<file path="config.mk">
export PLATFORM = sky130hd
export DESIGN_NAME = edge_event_arbiter
export DESIGN_NICKNAME = d
export VERILOG_FILES = /design/src/rtl/edge_event_pkg.sv /design/src/rtl/edge_event_cell.sv /design/src/rtl/edge_event_arbiter.sv
export SDC_FILE = /design/constraint.sdc
export NUM_CORES = 1
export LEC_CHECK = 0
export ABC_CLOCK_PERIOD_IN_PS = 3000
export CORE_MARGIN = 10
export CORE_UTILIZATION = 50
export CTS_CLUSTER_SIZE = 20
export DETAILED_ROUTE_END_ITERATION = 10
export PLACE_DENSITY = 0.83
export SLEW_MARGIN = 20
export SYNTH_ARGS = -nofsm -noshare
export SYNTH_HDL_FRONTEND = slang
export SYNTH_SLANG_ARGS = --single-unit
export TNS_END_PERCENT = 20
</file>
<file path="constraint.sdc">
create_clock -name clk -period 3 [get_ports clk]
set_input_delay 0.6 -clock clk [delete_from_list [all_inputs] [get_ports clk]]
set_output_delay 0.6 -clock clk [all_outputs]
set_load 0.02 [all_outputs]
</file>
<file path="src/rtl/edge_event_pkg.sv">
// Shared types for the edge event arbiter: edge-select encoding, FSM states
// and the per-channel edge qualifier.
package edge_event_pkg;

  typedef enum logic [1:0] {
    EM_RISE = 2'b00,
    EM_FALL = 2'b01,
    EM_BOTH = 2'b10,
    EM_OFF  = 2'b11
  } edge_mode_t;

  typedef enum logic {
    S_IDLE  = 1'b0,
    S_OFFER = 1'b1
  } state_t;

  // A both-edge channel reports any change; the direction is not kept.
  function automatic logic edge_hit(edge_mode_t mode, logic cur, logic prev);
    logic hit;
    hit = 1'b0;
    case (mode)
      EM_RISE: hit = cur & ~prev;
      EM_FALL: hit = ~cur & prev;
      EM_BOTH: hit = cur ^ prev;
      default: hit = 1'b0;
    endcase
    return hit;
  endfunction

endpackage

</file>
<file path="src/rtl/edge_event_cell.sv">
// One event channel: edge detection, pending request latch and sticky
// overflow flag.
module edge_event_cell
  import edge_event_pkg::*;
(
  input  logic       clk,
  input  logic       rst_n,
  input  logic       data_in,
  input  logic [1:0] edge_mode,
  input  logic       ack,
  input  logic       ovf_clr,
  output logic       pending,
  output logic       overflow
);

  logic prev;
  logic hit;
  logic ovf_set;

  assign hit     = edge_hit(edge_mode_t'(edge_mode), data_in, prev);
  // A hit on the channel being acked replaces the delivered request, so it is not lost.
  assign ovf_set = hit & pending & ~ack;

  always_ff @(posedge clk or negedge rst_n) begin
    if (!rst_n) begin
      prev     <= 1'b0;
      pending  <= 1'b0;
      overflow <= 1'b0;
    end else begin
      prev <= data_in;

      if (hit)
        pending <= 1'b1;
      else if (ack)
        pending <= 1'b0;

      if (ovf_set)
        overflow <= 1'b1;
      else if (ovf_clr)
        overflow <= 1'b0;
    end
  end

endmodule

</file>
<file path="src/rtl/edge_event_arbiter.sv">
// Latches configurable edges on N event lines and offers them one at a time
// on a valid/ready port using round-robin arbitration.
module edge_event_arbiter
  import edge_event_pkg::*;
#(
  parameter int N   = 4,
  parameter int IDW = $clog2(N)
) (
  input  logic             clk,
  input  logic             rst_n,
  input  logic [N-1:0]     data_in,
  input  logic [2*N-1:0]   edge_mode,
  input  logic             evt_ready,
  input  logic             ovf_clr,
  output logic             evt_valid,
  output logic [IDW-1:0]   evt_id,
  output logic [N-1:0]     pending,
  output logic [N-1:0]     overflow
);

  // state   | meaning
  // S_IDLE  | nothing offered; picks a winner when any request is pending
  // S_OFFER | evt_id offered with evt_valid=1 until the consumer takes it

  state_t         state, state_nxt;
  logic [IDW-1:0] evt_id_nxt;
  logic [IDW-1:0] last_grant, last_grant_nxt;
  logic [IDW-1:0] winner;
  logic           handshake;
  logic [N-1:0]   ack;

  assign evt_valid = (state == S_OFFER);
  assign handshake = evt_valid & evt_ready;

  for (genvar i = 0; i < N; i++) begin : g_cell
    assign ack[i] = handshake & (evt_id == IDW'(i));

    edge_event_cell u_cell (
      .clk       (clk),
      .rst_n     (rst_n),
      .data_in   (data_in[i]),
      .edge_mode (edge_mode[2*i +: 2]),
      .ack       (ack[i]),
      .ovf_clr   (ovf_clr),
      .pending   (pending[i]),
      .overflow  (overflow[i])
    );
  end

  // Search starts one past the last grant and wraps, so every channel is reached within N grants.
  always_comb begin
    logic           found;
    logic [IDW-1:0] idx;
    winner = '0;
    found  = 1'b0;
    idx    = '0;
    for (int k = 1; k <= N; k++) begin
      idx = IDW'((int'(last_grant) + k) % N);
      if (!found && pending[idx]) begin
        winner = idx;
        found  = 1'b1;
      end
    end
  end

  always_comb begin
    state_nxt      = state;
    evt_id_nxt     = evt_id;
    last_grant_nxt = last_grant;
    case (state)
      S_IDLE: begin
        if (|pending) begin
          state_nxt  = S_OFFER;
          evt_id_nxt = winner;
        end
      end
      S_OFFER: begin
        if (evt_ready) begin
          state_nxt      = S_IDLE;
          last_grant_nxt = evt_id;
        end
      end
      default: state_nxt = S_IDLE;
    endcase
  end

  always_ff @(posedge clk or negedge rst_n) begin
    if (!rst_n) begin
      state      <= S_IDLE;
      evt_id     <= '0;
      last_grant <= IDW'(N - 1);
    end else begin
      state      <= state_nxt;
      evt_id     <= evt_id_nxt;
      last_grant <= last_grant_nxt;
    end
  end

endmodule
</file>
==> results of run 1 <==
==> worst min-delay path, delay by kind of cell (launching register included) <==
family | cells | cell delay [ns]
flops | 1 | 0.40
simple gates | 2 | 0.11
==> sequential cells by signal, indices dropped and copies added (netlist names) <==
signal and flops:
g_cell.u_cell.pending 4, g_cell.u_cell.overflow 4, evt_valid 1, evt_id 2
last_grant 2, g_cell.u_cell.prev 4
==> how the worst max path moves through the flow <==
stage / start / to / slack, ns / cells past startpoint
2_1_floorplan: data_in[3] / g_cell[3].u_cell.overflow / 1.54 / 5
3_3_place_gp: data_in[1] / g_cell[1].u_cell.overflow / 0.95 / 6
3_5_place_dp: data_in[1] / g_cell[1].u_cell.overflow / 0.92 / 6
4_1_cts: g_cell[1].u_cell.pending / pending[1] / 0.96 / 1
5_1_grt: g_cell[3].u_cell.pending / pending[3] / 0.89 / 1
6_report: g_cell[0].u_cell.pending / pending[0] / 0.97 / 1
==> cells by family (layout without fill, tap and decap cells) <==
logic type               count (synthesis)  count (layout)  synth area share [%]
AND/OR/NAND/NOR                         19              19                  10.8
AO/OA/AOI/OAI                           28              28                  20.6
adder cells (fa/ha/maj)                  8               8                  10.2
flip-flops                              17              17                  43.6
buffers and inverters                   25              47                  12.6
multiplexers                             2               2                  2.17
==> layer usage <==
layer | GRT usage, % | share of wire (%) | up-vias | wire length [um]
met2 | 17.9 | 52 | 19 | 1060
met3 | 2.44 | 4.2 | 2 | 85
met1 | 11.4 | 43 | 368 | 877
met5 | 0 | 0 | - | 0
li1 | - | - | 378 | -
met4 | 3.21 | 0.59 | 0 | 12
==> cell type report <==
cell class | count | area share (%)
clock buffer | 4 | 2.12
inverter | 17 | 5.15
multi-input combinational | 57 | 34.7
sequential | 17 | 34.5
tap | 25 | 2.52
timing repair buffer | 26 | 21.0
==> per-stage QoR <==
step	instance area, um2	power [uW]	hold slack (ns)
after floorplan	982	573	0.304
after global placement	1210	680	0.472
after detailed placement	1210	693	0.484
after CTS	1240	817	0.501
after global routing	1240	864	0.521
final	1240	805	0.496
==> cell usage in the layout, fill, tap and decap left out, types with 2 or more instances in the layout <==
master           netlist  final
or2b_1                 2      2
dfstp_2                2      2
nor2b_1                3      3
a211oi_1               2      2
nor2_1                 2      2
a21boi_0               4      4
nand2_1                6      6
o32ai_1                2      2
o32a_1                 2      2
o21ai_0                9      9
clkdlybuf4s50_1        0     26
ha_1                   8      8
dfrtp_1               15     15
o22ai_1                2      2
inv_1                 17     17
clkbuf_4               0      3
o31ai_1                2      2
==> power by group through the flow <==
stage	clock network (uW)	registers (uW)	logic (uW)
after floorplan	0	368	205
after global placement	0	367	313
after detailed placement	0	372	320
after CTS	128	369	321
after global routing	136	382	345
final	120	369	316
==> metrics.txt, run 1 <==
# TYPE chip_impl_metric gauge
chip_impl_metric{name="multiInputGateArea",unit="um2"} 430
chip_impl_metric{name="grt_start_max_net_pins",unit=""} 18
chip_impl_info{name="run_status",value="finished clean"} 1
chip_impl_info{name="yosys.area.top_type",value="dfrtp_1"} 1
chip_impl_info{name="hold_path.startpoint",value="last_grant[0]"} 1
chip_impl_metric{name="floorplan_die_area",unit="um2"} 4140
chip_impl_metric{name="path_buf_inv",unit=""} 1
chip_impl_metric{name="fin_crit",unit="ns"} 2.03
chip_impl_metric{name="placement.setup.worst_slack",unit="ns"} 0.915
chip_impl_metric{name="max_stage_delay",unit="ns"} 0.66
chip_impl_metric{name="final.fill_count",unit=""} 150
chip_impl_metric{name="cts_repair_resize_count",unit=""} 0
chip_impl_metric{name="drt_iter0_drc",unit=""} 30
chip_impl_metric{name="dieWidth",unit="um"} 64.3
chip_impl_metric{name="switching_component_of_the_power",unit="uW"} 301
chip_impl_metric{name="cts.sink_count",unit=""} 17
chip_impl_metric{name="synthCells",unit=""} 99
chip_impl_metric{name="sequentialPowerShare",unit="%"} 45.8
chip_impl_metric{name="count_of_h_tree_levels_built_during_cts",unit=""} 1
chip_impl_metric{name="route.vias.total",unit=""} 767
chip_impl_metric{name="initial_utilization",unit="%"} 54.5
chip_impl_info{name="setup.worst_path.class",value="reg2out"} 1
chip_impl_info{name="chain_of_cells_forming_the_critical_path",value="clkdlybuf4s50_1"} 1
chip_impl_metric{name="number_of_antenna_violations_at_the_first_check_in_global_routing",unit=""} 0
chip_impl_info{name="clk_root_buffer_cell",value="clkbuf_4"} 1
chip_impl_info{name="rsz0062_at_grt",value="false"} 1
chip_impl_metric{name="drt_pre_antenna_iters",unit=""} 7
chip_impl_metric{name="post_dp_hpwl",unit="mm"} 1.65
chip_impl_metric{name="cts.reportedPaths.clkPinSlew",unit="ns"} 0.10
chip_impl_metric{name="globalRoute.totalOverflow",unit=""} 0
chip_impl_info{name="critical_path.endpoint_type",value="output port"} 1
chip_impl_metric{name="fin_skew",unit="ns"} 0.00128
chip_impl_metric{name="power.leakage",unit="uW"} 0.000555
chip_impl_metric{name="critical_path_required",unit="ns"} 2.40
chip_impl_metric{name="r2r_cells",unit=""} 3
chip_impl_metric{name="post_cts_buffers",unit=""} 0
chip_impl_info{name="synth.top_cells.by_count",value="inv_1 (17), dfrtp_1 (15), o21ai_0 (9)"} 1
chip_impl_metric{name="irDropWorstVdd",unit="mV"} 0.318
chip_impl_metric{name="net_sw_share",unit="%"} 37.3
chip_impl_metric{name="post-synth-top-area-fraction",unit="%"} 38.2
chip_impl_metric{name="grt_pass1_wl",unit="mm"} 3.42
chip_impl_metric{name="final_core_utilization",unit="%"} 68.8
chip_impl_metric{name="grt_pass1_vias",unit=""} 760
chip_impl_metric{name="die_h",unit="um"} 64.3
chip_impl_info{name="timing.rr.end",value="evt_id[0]"} 1
chip_impl_info{name="cts_tree",value="done"} 1
chip_impl_metric{name="core_region_area",unit="um2"} 1800
chip_impl_metric{name="fin_crit_sh",unit="%"} 67.5
chip_impl_metric{name="cellPowerDensity",unit="nW/um2"} 649
chip_impl_metric{name="synth_register_bits",unit=""} 17
chip_impl_metric{name="port_buffers",unit=""} 26
chip_impl_metric{name="cell_internal_pwr",unit="uW"} 505
chip_impl_metric{name="drcViolationCount",unit=""} 0
chip_impl_metric{name="routed_wirelength",unit="mm"} 2.04
chip_impl_metric{name="clock_latency",unit="ns"} 0.28
chip_impl_info{name="worst_hold_path.endpoint",value="last_grant[0]"} 1
chip_impl_info{name="synth_flop_cell",value="dfrtp_1"} 1
chip_impl_metric{name="track_usage",unit="%"} 10.0
chip_impl_info{name="synthTopCellsByArea",value="dfrtp_1 (38%), ha_1 (10%), inv_1 (6.5%), buf_4 (6.1%), dfstp_2 (5.4%)"} 1
chip_impl_metric{name="arrival_time_of_data_at_the_critical_path_endpoint",unit="ns"} 1.43
chip_impl_metric{name="synthDistinctLibCells",unit=""} 29
chip_impl_metric{name="nNetsFinal",unit=""} 146
chip_impl_metric{name="tightest_slew",unit="ns"} 0.761
chip_impl_metric{name="synth_to_layout_area_growth",unit="%"} 26.2
chip_impl_metric{name="critical_path_fanout_max",unit=""} 8
chip_impl_metric{name="number_of_clock_buffers_inserted_by_tritoncts",unit=""} 3
chip_impl_metric{name="max_cap_viols",unit=""} 0
chip_impl_info{name="hold_class",value="reg2reg"} 1
chip_impl_metric{name="finalHoldViolCount",unit=""} 0
chip_impl_metric{name="final_max_slew_viol_count",unit=""} 0
chip_impl_metric{name="yosys_warnings",unit=""} 0
chip_impl_metric{name="io_pins",unit=""} 27
chip_impl_metric{name="comb_power_share",unit="%"} 39.3
chip_impl_info{name="reg_to_reg_start",value="g_cell[1].u_cell.pending"} 1
chip_impl_metric{name="post_cts_hold_buffer_count",unit=""} 0
chip_impl_metric{name="gp_congestion",unit=""} 0.813
chip_impl_info{name="startpoint_type",value="flop"} 1
chip_impl_metric{name="synthesis.area_per_instance",unit="um2"} 9.92
chip_impl_metric{name="ys_async_sr_fraction",unit="%"} 100
chip_impl_metric{name="syn-cell-area",unit="um2"} 982
chip_impl_metric{name="routed_via_density",unit=""} 5.25
chip_impl_metric{name="synth_nets",unit=""} 123
chip_impl_info{name="synth.most_common_cell",value="inv_1"} 1
chip_impl_metric{name="ant_nets",unit=""} 0
chip_impl_metric{name="synth-edff-count",unit=""} 0
chip_impl_metric{name="seq_area_frac_synth",unit="%"} 43.6
chip_impl_metric{name="setup_ws",unit="ns"} 0.974
chip_impl_metric{name="stdcell_count",unit=""} 146
chip_impl_metric{name="clock_power_share",unit="%"} 14.9
chip_impl_metric{name="diodes_inserted",unit=""} 0
chip_impl_metric{name="wl_per_cell",unit="um"} 14.0
chip_impl_info{name="critical_path.slowest_cell",value="clkdlybuf4s50_1"} 1
chip_impl_metric{name="placedCellCount",unit=""} 142
chip_impl_metric{name="fraction_of_final_layout_cells_sized_beyond_drive_strength_1",unit="%"} 7.44
chip_impl_metric{name="regArea",unit="um2"} 428
chip_impl_metric{name="finalSetupTns",unit="ns"} 0
chip_impl_metric{name="hold_path_cell_cnt",unit=""} 2
chip_impl_metric{name="worst_slew_margin_rel",unit="%"} 49.1
chip_impl_metric{name="row_count",unit=""} 15
chip_impl_metric{name="clockBufferDepth",unit=""} 2
chip_impl_metric{name="achievable-frequency",unit="GHz"} 0.493
chip_impl_metric{name="r2r_slack",unit="ns"} 1.63
chip_impl_metric{name="timing.final.setup_violations",unit=""} 0
chip_impl_info{name="path_delay_family",value="buffers and inverters"} 1
(Power assumes the default switching activity.)
==> inputs of run 2 (changes only) <==
--- a/config.mk
+++ b/config.mk
@@ -5,12 +5,12 @@
 export SDC_FILE = /design/constraint.sdc
 export NUM_CORES = 1
 export LEC_CHECK = 0
-export ABC_CLOCK_PERIOD_IN_PS = 3000
+export ABC_CLOCK_PERIOD_IN_PS = 1800
 export CORE_MARGIN = 10
-export CORE_UTILIZATION = 50
+export CORE_UTILIZATION = 42
 export CTS_CLUSTER_SIZE = 20
 export DETAILED_ROUTE_END_ITERATION = 10
-export PLACE_DENSITY = 0.83
+export PLACE_DENSITY = 0.74
 export SLEW_MARGIN = 20
 export SYNTH_ARGS = -nofsm -noshare
 export SYNTH_HDL_FRONTEND = slang
==> constraint.sdc (replaced) <==
create_clock -name clk -period 1.8 [get_ports clk]
set_input_delay 0.36 -clock clk [delete_from_list [all_inputs] [get_ports clk]]
set_output_delay 0.36 -clock clk [all_outputs]
set_load 0.02 [all_outputs]
==> run 2 against run 1 <==
Combinational power up 66%. Die area up 13%. Hold slack worse by 0.19 ns. Count of clock-buffer cells in the layout down 1. Design area up 3.0%. Total power up 65%. Sequential share of layout area down 1.0 points. Clock skew down 0.00051 ns. Flip-flop and latch count unchanged. First-iteration DRC count up 17%. Final cell count up 4.1%. Utilization down 11 points. Largest power group unchanged.
==> metrics.txt, run 2 (same netlist as run 1, synthesis figures left out) <==
# TYPE chip_impl_metric gauge
chip_impl_info{name="reg_to_reg_start",value="g_cell[1].u_cell.pending"} 1
chip_impl_info{name="path_delay_family",value="buffers and inverters"} 1
chip_impl_metric{name="grt_start_max_net_pins",unit=""} 13
chip_impl_info{name="biggest_registers_after_layout",value="g_cell.u_cell.overflow (4), g_cell.u_cell.pending (4), g_cell.u_cell.prev (4)"} 1
chip_impl_info{name="clk_root_buffer_cell",value="clkbuf_4"} 1
chip_impl_metric{name="post_cts_buffers",unit=""} 0
chip_impl_metric{name="grt.met2_usage",unit="%"} 14.5
chip_impl_metric{name="tightest_slew",unit="ns"} 0.318
chip_impl_metric{name="port_buffers",unit=""} 26
chip_impl_metric{name="die_h",unit="um"} 68.4
chip_impl_metric{name="groute.layer.met1.usage",unit="%"} 10.8
chip_impl_metric{name="placement.setup.worst_slack",unit="ns"} -0.0111
chip_impl_metric{name="count_of_h_tree_levels_built_during_cts",unit=""} 1
chip_impl_metric{name="ant_nets",unit=""} 0
chip_impl_metric{name="power.leakage",unit="uW"} 0.000580
chip_impl_metric{name="fraction_of_final_layout_cells_sized_beyond_drive_strength_1",unit="%"} 10.5
chip_impl_metric{name="cts.sink_count",unit=""} 17
chip_impl_info{name="setup.worst_path.class",value="reg2out"} 1
chip_impl_info{name="run_status",value="finished clean"} 1
chip_impl_metric{name="drt_iter0_drc",unit=""} 35
chip_impl_metric{name="final_max_slew_viol_count",unit=""} 0
chip_impl_metric{name="setup_ws",unit="ns"} 0.0742
chip_impl_info{name="rsz0062_at_grt",value="false"} 1
chip_impl_info{name="hold_class",value="in2async"} 1
chip_impl_info{name="critical_path.slowest_cell",value="clkdlybuf4s50_1"} 1
chip_impl_info{name="chain_of_cells_forming_the_critical_path",value="clkdlybuf4s50_1"} 1
chip_impl_metric{name="cts.reportedPaths.clkPinSlew",unit="ns"} 0.10
chip_impl_metric{name="number_of_clock_buffers_inserted_by_tritoncts",unit=""} 3
chip_impl_metric{name="io_pins",unit=""} 27
chip_impl_metric{name="drcViolationCount",unit=""} 0
chip_impl_metric{name="post_cts_hold_buffer_count",unit=""} 0
chip_impl_info{name="timing.rr.end",value="evt_id[0]"} 1
chip_impl_info{name="crit_path_start",value="evt_id[0]"} 1
chip_impl_metric{name="worstSetupPathDepth",unit=""} 1
chip_impl_metric{name="clockBufferDepth",unit=""} 2
chip_impl_metric{name="cts_repair_resize_count",unit=""} 0
chip_impl_info{name="startpoint_type",value="flop"} 1
chip_impl_info{name="cts_tree",value="done"} 1
chip_impl_metric{name="timing.final.setup_violations",unit=""} 0
chip_impl_metric{name="finalSetupTns",unit="ns"} 0
chip_impl_metric{name="synth_to_layout_area_growth",unit="%"} 30.1
chip_impl_metric{name="grt_pass1_vias",unit=""} 805
chip_impl_metric{name="fin_crit_sh",unit="%"} 95.9
chip_impl_metric{name="clock_latency",unit="ns"} 0.28
chip_impl_info{name="gr-max-usage-layer",value="met2"} 1
chip_impl_metric{name="gp_congestion",unit=""} 0.839
chip_impl_metric{name="number_of_antenna_violations_at_the_first_check_in_global_routing",unit=""} 0
chip_impl_metric{name="max_cap_viols",unit=""} 0
chip_impl_metric{name="critical_path_fanout_max",unit=""} 5
chip_impl_metric{name="nNetsFinal",unit=""} 149
chip_impl_metric{name="worst_slew_margin_rel",unit="%"} 78.5
chip_impl_metric{name="initial_utilization",unit="%"} 44.4
chip_impl_info{name="mostFrequentLayoutCell",value="clkdlybuf4s50_1"} 1
chip_impl_metric{name="core_region_area",unit="um2"} 2210
chip_impl_metric{name="globalRoute.totalOverflow",unit=""} 0
chip_impl_metric{name="path_buf_inv",unit=""} 1
chip_impl_metric{name="row_count",unit=""} 17
chip_impl_metric{name="drt_pre_antenna_iters",unit=""} 4
chip_impl_metric{name="route.vias.total",unit=""} 775
chip_impl_metric{name="routed_via_density",unit=""} 5.10
chip_impl_metric{name="cellPowerDensity",unit="nW/um2"} 1040
chip_impl_metric{name="achievable-frequency",unit="GHz"} 0.579
chip_impl_metric{name="finalHoldViolCount",unit=""} 0
chip_impl_metric{name="dieWidth",unit="um"} 68.4
chip_impl_metric{name="wl_per_cell",unit="um"} 13.1
chip_impl_metric{name="track_usage",unit="%"} 8.99
chip_impl_metric{name="r2r_cells",unit=""} 3
chip_impl_metric{name="groute.layer.met3.usage",unit="%"} 2.94
chip_impl_info{name="layout.cells.most_common_list",value="clkdlybuf4s50_1 (22), inv_1 (17), dfrtp_1 (15)"} 1
chip_impl_metric{name="diodes_inserted",unit=""} 0
chip_impl_info{name="critical_path.endpoint",value="evt_id[0]"} 1
chip_impl_info{name="critical_path.endpoint_type",value="output port"} 1
chip_impl_metric{name="r2r_slack",unit="ns"} 0.44
chip_impl_metric{name="routed_wirelength",unit="mm"} 1.99
chip_impl_metric{name="fin_skew",unit="ns"} 0.000772
chip_impl_metric{name="arrival_time_of_data_at_the_critical_path_endpoint",unit="ns"} 1.37
chip_impl_metric{name="critical_path_required",unit="ns"} 1.44
chip_impl_metric{name="post_dp_hpwl",unit="mm"} 1.64
chip_impl_metric{name="floorplan_die_area",unit="um2"} 4670
chip_impl_metric{name="max_stage_delay",unit="ns"} 0.64
chip_impl_metric{name="grt_pass1_wl",unit="mm"} 3.31
chip_impl_metric{name="irDropWorstVdd",unit="mV"} 0.743
chip_impl_metric{name="fin_crit",unit="ns"} 1.73
-- run 2: cell count changes in the layout (fill, tap and decap cells not counted) --
cell / delta
buf_4: +3
clkbuf_1: -1
clkdlybuf4s50_1: -4
clkinv_2: +1
dlymetal6s2s_1: +4
-- run 2: layout make-up --
cell class | count | area [um2]
flip-flops and latches | 17 | 428
fillers | 206 | 935
multi-input cells | 57 | 430
inverters | 17 | 63.8
clock buffers | 3 | 22.5
clock inverters | 1 | 5.00
well taps | 28 | 35.0
repair buffers | 29 | 293
-- run 2: report_power, final --
part	leakage, uW	internal (uW)	switching, uW	total [uW]
clock network	0.0000177	82.3	113	196
logic	0.000375	267	257	524
registers	0.000187	488	125	613
total	0.000580	837	495	1330
-- run 2: per-layer routing --
| metal | wire length, um | vias up |
|---|---|---|
| met2 | 895 | 29 |
| met4 | 9 | 0 |
| li1 | - | 386 |
| met3 | 149 | 2 |
| met5 | 0 | - |
| met1 | 936 | 358 |
-- run 2: how the worst min path moves through the flow --
stage	cells after the start	slack (ns)	from	endpoint
after floorplan	0	0.06	rst_n	evt_id[0]
after global placement	2	0.47	last_grant[0]	last_grant[0]
after detailed placement	2	0.48	last_grant[0]	last_grant[0]
after CTS	1	0.30	rst_n	g_cell[3].u_cell.prev
after global routing	1	0.31	rst_n	g_cell[3].u_cell.prev
final	1	0.30	rst_n	g_cell[3].u_cell.prev
-- run 2: metrics by stage --
step | cells | power (uW) | hold WS (ns) | utilization [%] | instance area [um2]
2_1_floorplan | 99 | 955 | 0.0644 | - | 982
3_3_place_gp | 148 | 1140 | 0.467 | 56.1 | 1240
3_5_place_dp | 148 | 1150 | 0.476 | 56.1 | 1240
4_1_cts | 152 | 1350 | 0.302 | 57.3 | 1270
5_1_grt | 152 | 1430 | 0.309 | 57.7 | 1280
6_report | 152 | 1330 | 0.304 | 57.7 | 1280
